--- src/rtl/uart_rx_fifo.sv ---
// UART receiver: 2-flop rx synchroniser, start-bit glitch rejection, optional parity,
// and a first-word-fall-through receive FIFO that stores per-entry framing/parity flags.

module uart_rx_fifo_chk #(
  parameter int DEPTH = 8
) (
  input  logic                   clock,
  input  logic                   reset,
  input  logic                   data_ready,
  input  logic [$clog2(DEPTH):0] count
);

  localparam int CW = $clog2(DEPTH) + 1;

  a_count_bound : assert property (@(posedge clock) disable iff (reset)
    count <= CW'(DEPTH));

  a_ready_matches_count : assert property (@(posedge clock) disable iff (reset)
    data_ready == (count != {CW{1'b0}}));

endmodule

module uart_rx_fifo #(
  parameter int WIDTH  = 8,
  parameter int DEPTH  = 8,
  parameter int PARITY = 0
) (
  input  logic                   clock,
  input  logic                   reset,
  input  logic [15:0]            clock_divider,
  input  logic                   rx,
  input  logic                   read_en,
  input  logic                   clear_errors,
  output logic                   data_ready,
  output logic [WIDTH-1:0]       data_out,
  output logic                   frame_error,
  output logic                   parity_error,
  output logic                   overrun,
  output logic [$clog2(DEPTH):0] count
);

  localparam int   AW         = $clog2(DEPTH);
  localparam int   CW         = AW + 1;
  localparam int   EW         = WIDTH + 2;
  localparam int   BCW        = $clog2(WIDTH) + 1;
  localparam logic HAS_PARITY = (PARITY != 0);
  localparam logic ODD_PARITY = (PARITY == 2);

  typedef enum logic [2:0] {
    ST_IDLE   = 3'd0,
    ST_START  = 3'd1,
    ST_DATA   = 3'd2,
    ST_PARITY = 3'd3,
    ST_STOP   = 3'd4
  } state_t;

  // Expected parity bit for the received data word.
  function automatic logic parity_bit(input logic [WIDTH-1:0] data, input logic odd);
    parity_bit = (^data) ^ odd;
  endfunction

  state_t           state_r;
  state_t           state_nx_s;
  logic             rx_meta_r;
  logic             rx_sync_r;
  logic             rx_prev_r;
  logic [15:0]      div_q_r;
  logic [15:0]      cnt_r;
  logic [BCW-1:0]   bit_cnt_r;
  logic [WIDTH-1:0] shift_r;
  logic             perr_r;
  logic [EW-1:0]    mem_r [DEPTH];
  logic [AW-1:0]    wr_ptr_r;
  logic [AW-1:0]    rd_ptr_r;
  logic [CW-1:0]    count_r;
  logic             overrun_r;

  logic             fall_s;
  logic             mid_s;
  logic             wrap_s;
  logic             last_bit_s;
  logic             start_s;
  logic             shift_s;
  logic             par_s;
  logic             push_s;
  logic             busy_s;
  logic             pop_s;
  logic             full_s;
  logic             wr_en_s;
  logic             drop_s;
  logic [EW-1:0]    entry_s;
  logic [EW-1:0]    head_s;

  // Two-flop synchroniser plus one history flop for falling-edge detection.
  always_ff @(posedge clock or posedge reset) begin
    if (reset) begin
      rx_meta_r <= 1'b1;
      rx_sync_r <= 1'b1;
      rx_prev_r <= 1'b1;
    end else begin
      rx_meta_r <= rx;
      rx_sync_r <= rx_meta_r;
      rx_prev_r <= rx_sync_r;
    end
  end

  // cnt wraps every div_q cycles, so once aligned at the start-bit centre every
  // later mid-sample lands in the centre of the following bits.
  assign fall_s     = rx_prev_r & ~rx_sync_r;
  assign mid_s      = (cnt_r == (div_q_r >> 1));
  assign wrap_s     = (cnt_r == (div_q_r - 16'd1));
  assign last_bit_s = (bit_cnt_r == BCW'(WIDTH - 1));

  // FSM state register.
  always_ff @(posedge clock or posedge reset) begin
    if (reset) begin
      state_r <= ST_IDLE;
    end else begin
      state_r <= state_nx_s;
    end
  end

  // FSM next-state logic.
  always_comb begin
    state_nx_s = state_r;
    case (state_r)
      ST_IDLE: begin
        if (fall_s) state_nx_s = ST_START;
        else        state_nx_s = ST_IDLE;
      end
      ST_START: begin
        if (mid_s) begin
          if (rx_sync_r) state_nx_s = ST_IDLE;
          else           state_nx_s = ST_DATA;
        end else begin
          state_nx_s = ST_START;
        end
      end
      ST_DATA: begin
        if (mid_s && last_bit_s) state_nx_s = HAS_PARITY ? ST_PARITY : ST_STOP;
        else                     state_nx_s = ST_DATA;
      end
      ST_PARITY: begin
        if (mid_s) state_nx_s = ST_STOP;
        else       state_nx_s = ST_PARITY;
      end
      ST_STOP: begin
        if (mid_s) state_nx_s = ST_IDLE;
        else       state_nx_s = ST_STOP;
      end
      default: state_nx_s = ST_IDLE;
    endcase
  end

  // FSM output decode: per-state strobes for the datapath and FIFO.
  always_comb begin
    start_s = 1'b0;
    shift_s = 1'b0;
    par_s   = 1'b0;
    push_s  = 1'b0;
    busy_s  = 1'b1;
    case (state_r)
      ST_IDLE: begin
        busy_s  = 1'b0;
        start_s = fall_s;
      end
      ST_START:  busy_s  = 1'b1;
      ST_DATA:   shift_s = mid_s;
      ST_PARITY: par_s   = mid_s;
      ST_STOP:   push_s  = mid_s;
      default:   busy_s  = 1'b0;
    endcase
  end

  // Receive datapath: divider latch, bit timer, LSB-first shifter and parity check.
  always_ff @(posedge clock or posedge reset) begin
    if (reset) begin
      div_q_r   <= 16'd0;
      cnt_r     <= 16'd0;
      bit_cnt_r <= {BCW{1'b0}};
      shift_r   <= {WIDTH{1'b0}};
      perr_r    <= 1'b0;
    end else if (start_s) begin
      div_q_r   <= clock_divider;
      cnt_r     <= 16'd0;
      bit_cnt_r <= {BCW{1'b0}};
      perr_r    <= 1'b0;
    end else if (busy_s) begin
      cnt_r <= wrap_s ? 16'd0 : (cnt_r + 16'd1);
      if (shift_s) begin
        shift_r   <= {rx_sync_r, shift_r[WIDTH-1:1]};
        bit_cnt_r <= bit_cnt_r + BCW'(1);
      end
      if (par_s) begin
        perr_r <= rx_sync_r ^ parity_bit(shift_r, ODD_PARITY);
      end
    end
  end

  // A frame completing into a full FIFO is accepted only if a pop frees a slot that edge.
  assign entry_s = {perr_r, ~rx_sync_r, shift_r};
  assign pop_s   = read_en & (count_r != {CW{1'b0}});
  assign full_s  = (count_r == CW'(DEPTH));
  assign wr_en_s = push_s & (~full_s | pop_s);
  assign drop_s  = push_s & full_s & ~pop_s;

  // FIFO storage; contents are only observed through the head while non-empty.
  always_ff @(posedge clock) begin
    if (wr_en_s) begin
      mem_r[wr_ptr_r] <= entry_s;
    end
  end

  // FIFO pointers and occupancy; pointers wrap naturally as DEPTH is a power of two.
  always_ff @(posedge clock or posedge reset) begin
    if (reset) begin
      wr_ptr_r <= {AW{1'b0}};
      rd_ptr_r <= {AW{1'b0}};
      count_r  <= {CW{1'b0}};
    end else begin
      if (wr_en_s) wr_ptr_r <= wr_ptr_r + AW'(1);
      if (pop_s)   rd_ptr_r <= rd_ptr_r + AW'(1);
      case ({wr_en_s, pop_s})
        2'b10:   count_r <= count_r + CW'(1);
        2'b01:   count_r <= count_r - CW'(1);
        default: count_r <= count_r;
      endcase
    end
  end

  // Sticky overrun; a new drop wins over a simultaneous clear.
  always_ff @(posedge clock or posedge reset) begin
    if (reset) begin
      overrun_r <= 1'b0;
    end else if (drop_s) begin
      overrun_r <= 1'b1;
    end else if (clear_errors) begin
      overrun_r <= 1'b0;
    end else begin
      overrun_r <= overrun_r;
    end
  end

  assign head_s     = mem_r[rd_ptr_r];
  assign data_ready = (count_r != {CW{1'b0}});
  assign count      = count_r;
  assign overrun    = overrun_r;

  // Fall-through head view, forced to zero while empty.
  always_comb begin
    if (data_ready) begin
      {parity_error, frame_error, data_out} = head_s;
    end else begin
      {parity_error, frame_error, data_out} = {EW{1'b0}};
    end
  end

  uart_rx_fifo_chk #(
    .DEPTH (DEPTH)
  ) u_chk (
    .clock      (clock),
    .reset      (reset),
    .data_ready (data_ready),
    .count      (count)
  );

endmodule

--- config.mk ---
export PLATFORM = sky130hd
export DESIGN_NAME = uart_rx_fifo
export DESIGN_NICKNAME = d
export VERILOG_FILES = /design/src/rtl/uart_rx_fifo.sv
export SDC_FILE = /design/constraint.sdc
export NUM_CORES = 1
export LEC_CHECK = 0
export BUFFER_PORTS_ARGS = -buffer_cell sky130_fd_sc_hd__buf_2
export CAP_MARGIN = 10
export CORE_MARGIN = 2
export CORE_UTILIZATION = 50
export CTS_CLUSTER_DIAMETER = 120
export DETAILED_ROUTE_END_ITERATION = 16
export GPL_ROUTABILITY_DRIVEN = 0
export PLACE_DENSITY = 0.72
export SETUP_SLACK_MARGIN = 0.4
export SYNTH_ARGS = -nofsm -noshare
export SYNTH_HDL_FRONTEND = slang
export SYNTH_HIERARCHICAL = 1
export SYNTH_SLANG_ARGS = --single-unit
--- constraint.sdc ---
create_clock -name clock -period 3.2 [get_ports clock]
set_clock_uncertainty 0.05 [all_clocks]
set_input_delay 0.64 -clock clock [delete_from_list [all_inputs] [get_ports clock]]
set_output_delay 0.64 -clock clock [all_outputs]
set_load 0.01 [all_outputs]
Yosys cells after proc, flatten, opt, wreduce, memory -nomap -nowiden
Memory sizes are Yosys's and may differ from the RTL's.
Index checks and enable logic that the tools add are counted.
{"block": "classes", "eq_ne": 10, "mux": 29, "reduce_logical": 13, "bitwise_logic": 11, "addsub": 7}
{"cell": "two-way mux 16 bit", "count": 3}
{"cell": "adder 16 x 1 -> 16 bit (second input constant)", "count": 1}
{"cell": "== test 16 x 15 -> 1 bit", "count": 1}
{"cell": "== test 16 bit", "count": 1}
{"cell": "subtractor 16 x 1 -> 16 bit (second input constant)", "count": 1}
{"cell": "two-way mux 1 bit", "count": 15}
{"cell": "case mux 3 bit (5 select lines)", "count": 1}
{"cell": "two-way mux 3 bit", "count": 4}
{"cell": "two-way mux 4 bit", "count": 3}
{"cell": "nonzero test 2 bit", "count": 5}
{"cell": "adder 4 x 1 -> 4 bit (second input constant)", "count": 2}
{"cell": "two-way mux 8 bit", "count": 1}
{"cell": "case mux 4 bit (2 select lines)", "count": 1}
{"cell": "XOR reduction 8 bit", "count": 1}
{"cell": "adder 3 x 1 -> 3 bit (second input constant)", "count": 2}
{"cell": "== test 3 x 2 -> 1 bit (second input constant)", "count": 2}
{"cell": "AND 1 bit", "count": 5}
{"cell": "== test 4 x 3 -> 1 bit (second input constant)", "count": 1}
{"cell": "== test 4 bit (second input constant)", "count": 1}
{"cell": "inverter 1 bit", "count": 4}
{"cell": "AND reduction 2 bit", "count": 2}
{"cell": "nonzero test 4 bit", "count": 1}
{"cell": "OR reduction 4 bit", "count": 1}
{"cell": "subtractor 4 x 1 -> 4 bit (second input constant)", "count": 1}
{"cell": "other kinds (10)", "count": 10}
{"block": "totals", "ram_bits": 80, "out_inout_bits": 16, "wordCells": 84, "register_bits": 62, "n_memories": 1, "input_bits": 21}
{"name": "mem_r", "words": 8, "width": 10, "read_ports": 1, "rd_ports_with_merged_regs": 0, "wr": 1, "line_no": "72", "source": "logic [EW-1:0] mem_r [DEPTH];"}

Logic depth before layout (Yosys ltp)
{"block": "depth", "depth_word": 6, "depth_mapped": 13, "ltp_nobuf": 13}

Worst setup path before layout
No wires, ideal clock.
{"block": "synth_timing", "kind": "register -> register", "startpoint": "reg div_q_r[2]", "endpoint": "mem mem_r[1][0] in the netlist's numbering, enable pin", "period_less_slack_ps": 3223, "slack_ps": -23, "t_required_ps": 2760, "path_stages_with_launch": 9, "arrival_time_ps": 2783, "n_path_buf": 1, "setup_time_ps": 390, "cell_sequence": "dfrtp_1 > buf_2 > xor2_1 > or4_1 > nor4_4 > nand3_4 > nor2b_1 > nand2_1 > nor3_1"}
{"block": "synth_via", "elab_chain_cells": 5}
{"item": "start, declared", "line_no": "67", "source": "logic [15:0] div_q_r;"}
{"item": "start signal, assigned", "line_no": "184", "source": "div_q_r <= clock_divider;"}
{"item": "== test 16 x 15 -> 1 bit", "line_no": "110", "source": "assign mid_s = (cnt_r == (div_q_r >> 1));"}
{"item": "two-way mux 1 bit", "line_no": "162", "source": "case (state_r)"}
{"item": "AND 1 bit", "line_no": "204", "source": "assign wr_en_s = push_s & (~full_s | pop_s);"}
{"item": "two-way mux 1 bit", "line_no": "209", "source": "if (wr_en_s) begin"}
{"item": "two-way mux 1 bit (implied by the code)", "line_no": "210", "source": "mem_r[wr_ptr_r] <= entry_s;"}
{"item": "end, declared", "line_no": "72"}
Every way passes these cells.

Worst setup path after layout
{"block": "layout_timing", "startpoint": "reg cnt_r[0]", "endpoint": "reg count_r[3], in the netlist count[3]"}
{"block": "layout_via", "elab_chain_cells": 5, "word_cells_on_any_way": 7, "cone_classes": "eq/ne (3); mux (2); bitwise (1); reduce/logical (1)"}
{"item": "start, declared", "line_no": "68", "source": "logic [15:0] cnt_r;"}
{"item": "start signal, assigned", "line_no": "189", "source": "cnt_r <= wrap_s ? 16'd0 : (cnt_r + 16'd1);"}
{"item": "== test 16 x 15 -> 1 bit (*)", "line_no": "110"}
{"item": "two-way mux 1 bit (*)", "line_no": "162"}
{"item": "AND 1 bit (*)", "line_no": "204"}
{"item": "== test 2 x 1 -> 1 bit or == test 2 bit (tied branches)", "line_no": "223", "source": "case ({wr_en_s, pop_s})"}
{"item": "case mux 4 bit (2 select lines) or nonzero test 2 bit (tied branches)"}
{"item": "end signal, assigned", "line_no": "224", "source": "2'b10: count_r <= count_r + CW'(1);"}
{"item": "end signal, assigned", "line_no": "225", "source": "2'b01: count_r <= count_r - CW'(1);"}
{"item": "end signal, assigned", "line_no": "226", "source": "default: count_r <= count_r;"}
{"item": "end, declared", "line_no": "75", "source": "logic [CW-1:0] count_r;"}
Every way passes the cells marked *; elsewhere a longest branch is shown, timed or not.
A chain may end at the register's enable or synchronous reset.

==> metrics <==
Root Driver clkbuf_16; Avg Inst Size Synth about 13 sq um; Hold Crit Endpoint rx_meta_r$_DFF_PP1_; largest net degree at the start of global routing 40; area of the multi-input gates between 2000 and 3000 sq um; RSZ-0062 raised after global routing yes; IR drop worst, VDD 0.448 mV; final setup violation count 0; clock-pin slew on the worst setup and hold paths 0.06 ns; min cycle time layout around 2.8 ns; overall power just over 6000 uW; filler instances slightly above 1,000; WHS Path Cells 1; setup slack after layout around 0.38 ns; Diodes inserted 0; leakage power between 0.003 and 0.004 uW; initial antenna violation count 0; drt initial violations 274; Max Fclk about 350 MHz; top cell type's share of synthesized area a little over a third; Mapped Cells between 500 and 600; CTS Buffer Depth 2; # IOs 37; ys async rst share between 40 and 50%; half-perimeter wire length after placement between 9000 and 10,000 um; area grow syn2layout 18.7%; outcome complete, no violations; FF+latch area 3960 sq um; remaining global-route overflow 0; Initial DRT Pass Iterations 4; DP Cell Count 722; Warnings, synthesis 6; die area 14,300 sq um; CTS tree yes; #FFs+latches synth around 140; CTS sink cnt 142; MaxCap Viol Count 0; Layout Cells excl Fill around 770; Slew Limit Fails 0; core box area around 13,000 sq um; PD cells around 780 nW/um^2; via count 4,267; first-pass GRT wire length around 22,000 um; DRC violations left 0; WL/cell around 18 um; CP startpoint kind flop; # H-tree levels 4; Worst R2R End count[3]$_DFFE_PP0P_; Worst-Margin Slew 0.812 ns; Post-Syn Area around 6700 sq um; setup slack at placement around 0.17 ns; reg2reg setup slack between 0.3 and 0.4 ns; sequential-to-total area share from yosys stat about 59%; r2r startpoint cnt_r[0]$_DFFE_PP0P_; GRT Total Usage about a fifth; Net Count, Synth between 500 and 600; CP required about 3.5 ns; chip width ~120 um; antenna-violating nets left 0; vias per inst 5.55; top fanout value on the critical path 4; area leader, netlist edfxtp_1; Synth area leaders edfxtp_1, dfrtp_1, mux4_2, xnor2_1, nand2_1; Most used DFF post-synth edfxtp_1; final design instance area without fill 7960 sq um; row cnt 42; Arrival @ worst endpoint 3.11 ns; number of synthesized flops with an enable pin 80; Hold WC Path Type in2reg; Fin. Hold Viols 0; crit share post-route 88.1%; Post-DP Area 7160 sq um; chip height between 100 and 150 um; CP Class reg2reg; Critical Path End Type flop; Initial Util about half; Max-slew headroom 45.8%; number of global-route vias before repair 4,311; Setup TNS Final 0 ns; worst-skew pair later-pin latency approximately 0.43 ns; Final nets 609; reg2reg path depth 12; I/O Buffers 36; WL final 13,900 um; hold_sp rx; share of layout cells above drive strength 1 between 20% and 30%; Synth cell types between 50 and 60; cts bufs inserted 17
-- what timing repair did --
action,4_1_cts,5_1_grt
hold buffers,0,0
resized for setup,4,7
setup buffers,9,5
setup endpoints to repair,92,85
pin swaps,6,5
cloned,0,1
-- layout by cell type (no fill, tap or decap), types with 6 or more instances in the layout --
master / n
buf_2: 36
inv_6: 6
edfxtp_1: 80
a21oi_1: 7
inv_1: 10
mux2_2: 10
mux2i_1: 12
or3_1: 7
nor2_1: 27
o21ai_0: 12
mux4_2: 20
dfrtp_1: 54
xor2_1: 20
nand4_1: 8
xnor2_1: 40
nand3_1: 16
nor3_1: 16
clkbuf_16: 18
buf_4: 19
ha_1: 6
nand2_1: 73
nor2_4: 6
-- layout make-up --
cell class | instances | share of cell area [%]
clock buffers | 17 | 5.35
clock inverters | 15 | 1.86
inverters | 12 | 0.598
multi-input cells | 345 | 33.8
flip-flops and latches | 142 | 49.8
well taps | 176 | 2.77
repair buffers | 62 | 5.77
-- worst max-delay path: stages, from the launching register on --
cell and delay, ns:
dfrtp_2 0.42, xor2_1 0.16, or4_4 0.54, nor4_4 0.25
nand3_4 0.16, nand2_4 0.13, inv_4 0.05, ha_4 0.20
a21o_1 0.16, a21oi_2 0.21, and4_1 0.21, nor2_1 0.04
o211ai_1 0.16
-- per-layer routing --
metal  up-vias  global-route usage (%)  wire (um)
met3        26                    4.52        509
met1      2143                    25.7       6000
met2        91                    33.8       7050
met5         -                       0          0
met4         0                    8.90        332
li1       2007                       -          -
-- power breakdown --
group	switching, uW	internal, uW	total (uW)
Sequential	344	2120	2460
Clock	827	1090	1920
Combinational	973	875	1850
-- flip-flops by register name, indices dropped and copies added, names as in the netlist --
name and count:
shift_r 8, rx_sync_r 1, div_q_r 16, rx_prev_r 1, overrun 1, count 4
cnt_r 16, state_r 3, mem_r 80, bit_cnt_r 4, perr_r 1, rx_meta_r 1
rd_ptr_r 3, wr_ptr_r 3
-- cell usage after synthesis (3+ instances only) --
library cell / count
xor2_1: 20
nor3_1: 17
mux2i_1: 12
buf_2: 4
nand2_1: 74
nand3_1: 16
mux2_2: 10
o22ai_1: 3
o211ai_1: 5
dfrtp_1: 59
nand4_1: 8
and3_1: 5
mux4_2: 20
nor2_1: 33
a211oi_1: 3
a21oi_1: 8
inv_1: 12
or3_1: 7
edfxtp_1: 80
clkbuf_1: 22
nand2b_1: 5
o21ai_0: 12
dfstp_2: 3
and4_1: 4
ha_1: 7
xnor2_1: 40
-- worst max path at each step --
stage | start | endpoint | slack (ns) | cells after the start
after floorplan | div_q_r[6]$_DFFE_PP0P_ | count[3]$_DFFE_PP0P_ | 0.27 | 13
after global placement | cnt_r[0]$_DFFE_PP0P_ | mem_r[0][1]$_DFFE_PP_ | 0.26 | 7
after detailed placement | cnt_r[0]$_DFFE_PP0P_ | mem_r[0][5]$_DFFE_PP_ | 0.17 | 7
after CTS | div_q_r[2]$_DFFE_PP0P_ | count[3]$_DFFE_PP0P_ | 0.41 | 12
after global routing | cnt_r[0]$_DFFE_PP0P_ | count[3]$_DFFE_PP0P_ | 0.23 | 12
final | cnt_r[0]$_DFFE_PP0P_ | count[3]$_DFFE_PP0P_ | 0.38 | 12
-- cell families (layout without fill, tap and decap cells) --
kind of cell	count (synthesis)	after routing	share of synthesized area [%]
AO/OA/AOI/OAI	41	41	3.87
multiplexers	43	43	10.4
adder cells (fa/ha/maj)	8	8	1.61
AND/OR/NAND/NOR	193	193	14.8
buffers and inverters	41	106	2.43
XOR/XNOR	60	60	7.84
flip-flops	142	142	59.1
-- stage by stage --
stage / hold WS (ns) / util, %
floorplan: 0.295 / -
global placement: 0.297 / 54.3
detailed placement: 0.301 / 54.3
CTS: 0.241 / 59.5
global route: 0.244 / 60.3
finish: 0.258 / 60.3
Power figures use the tool's default switching activity.
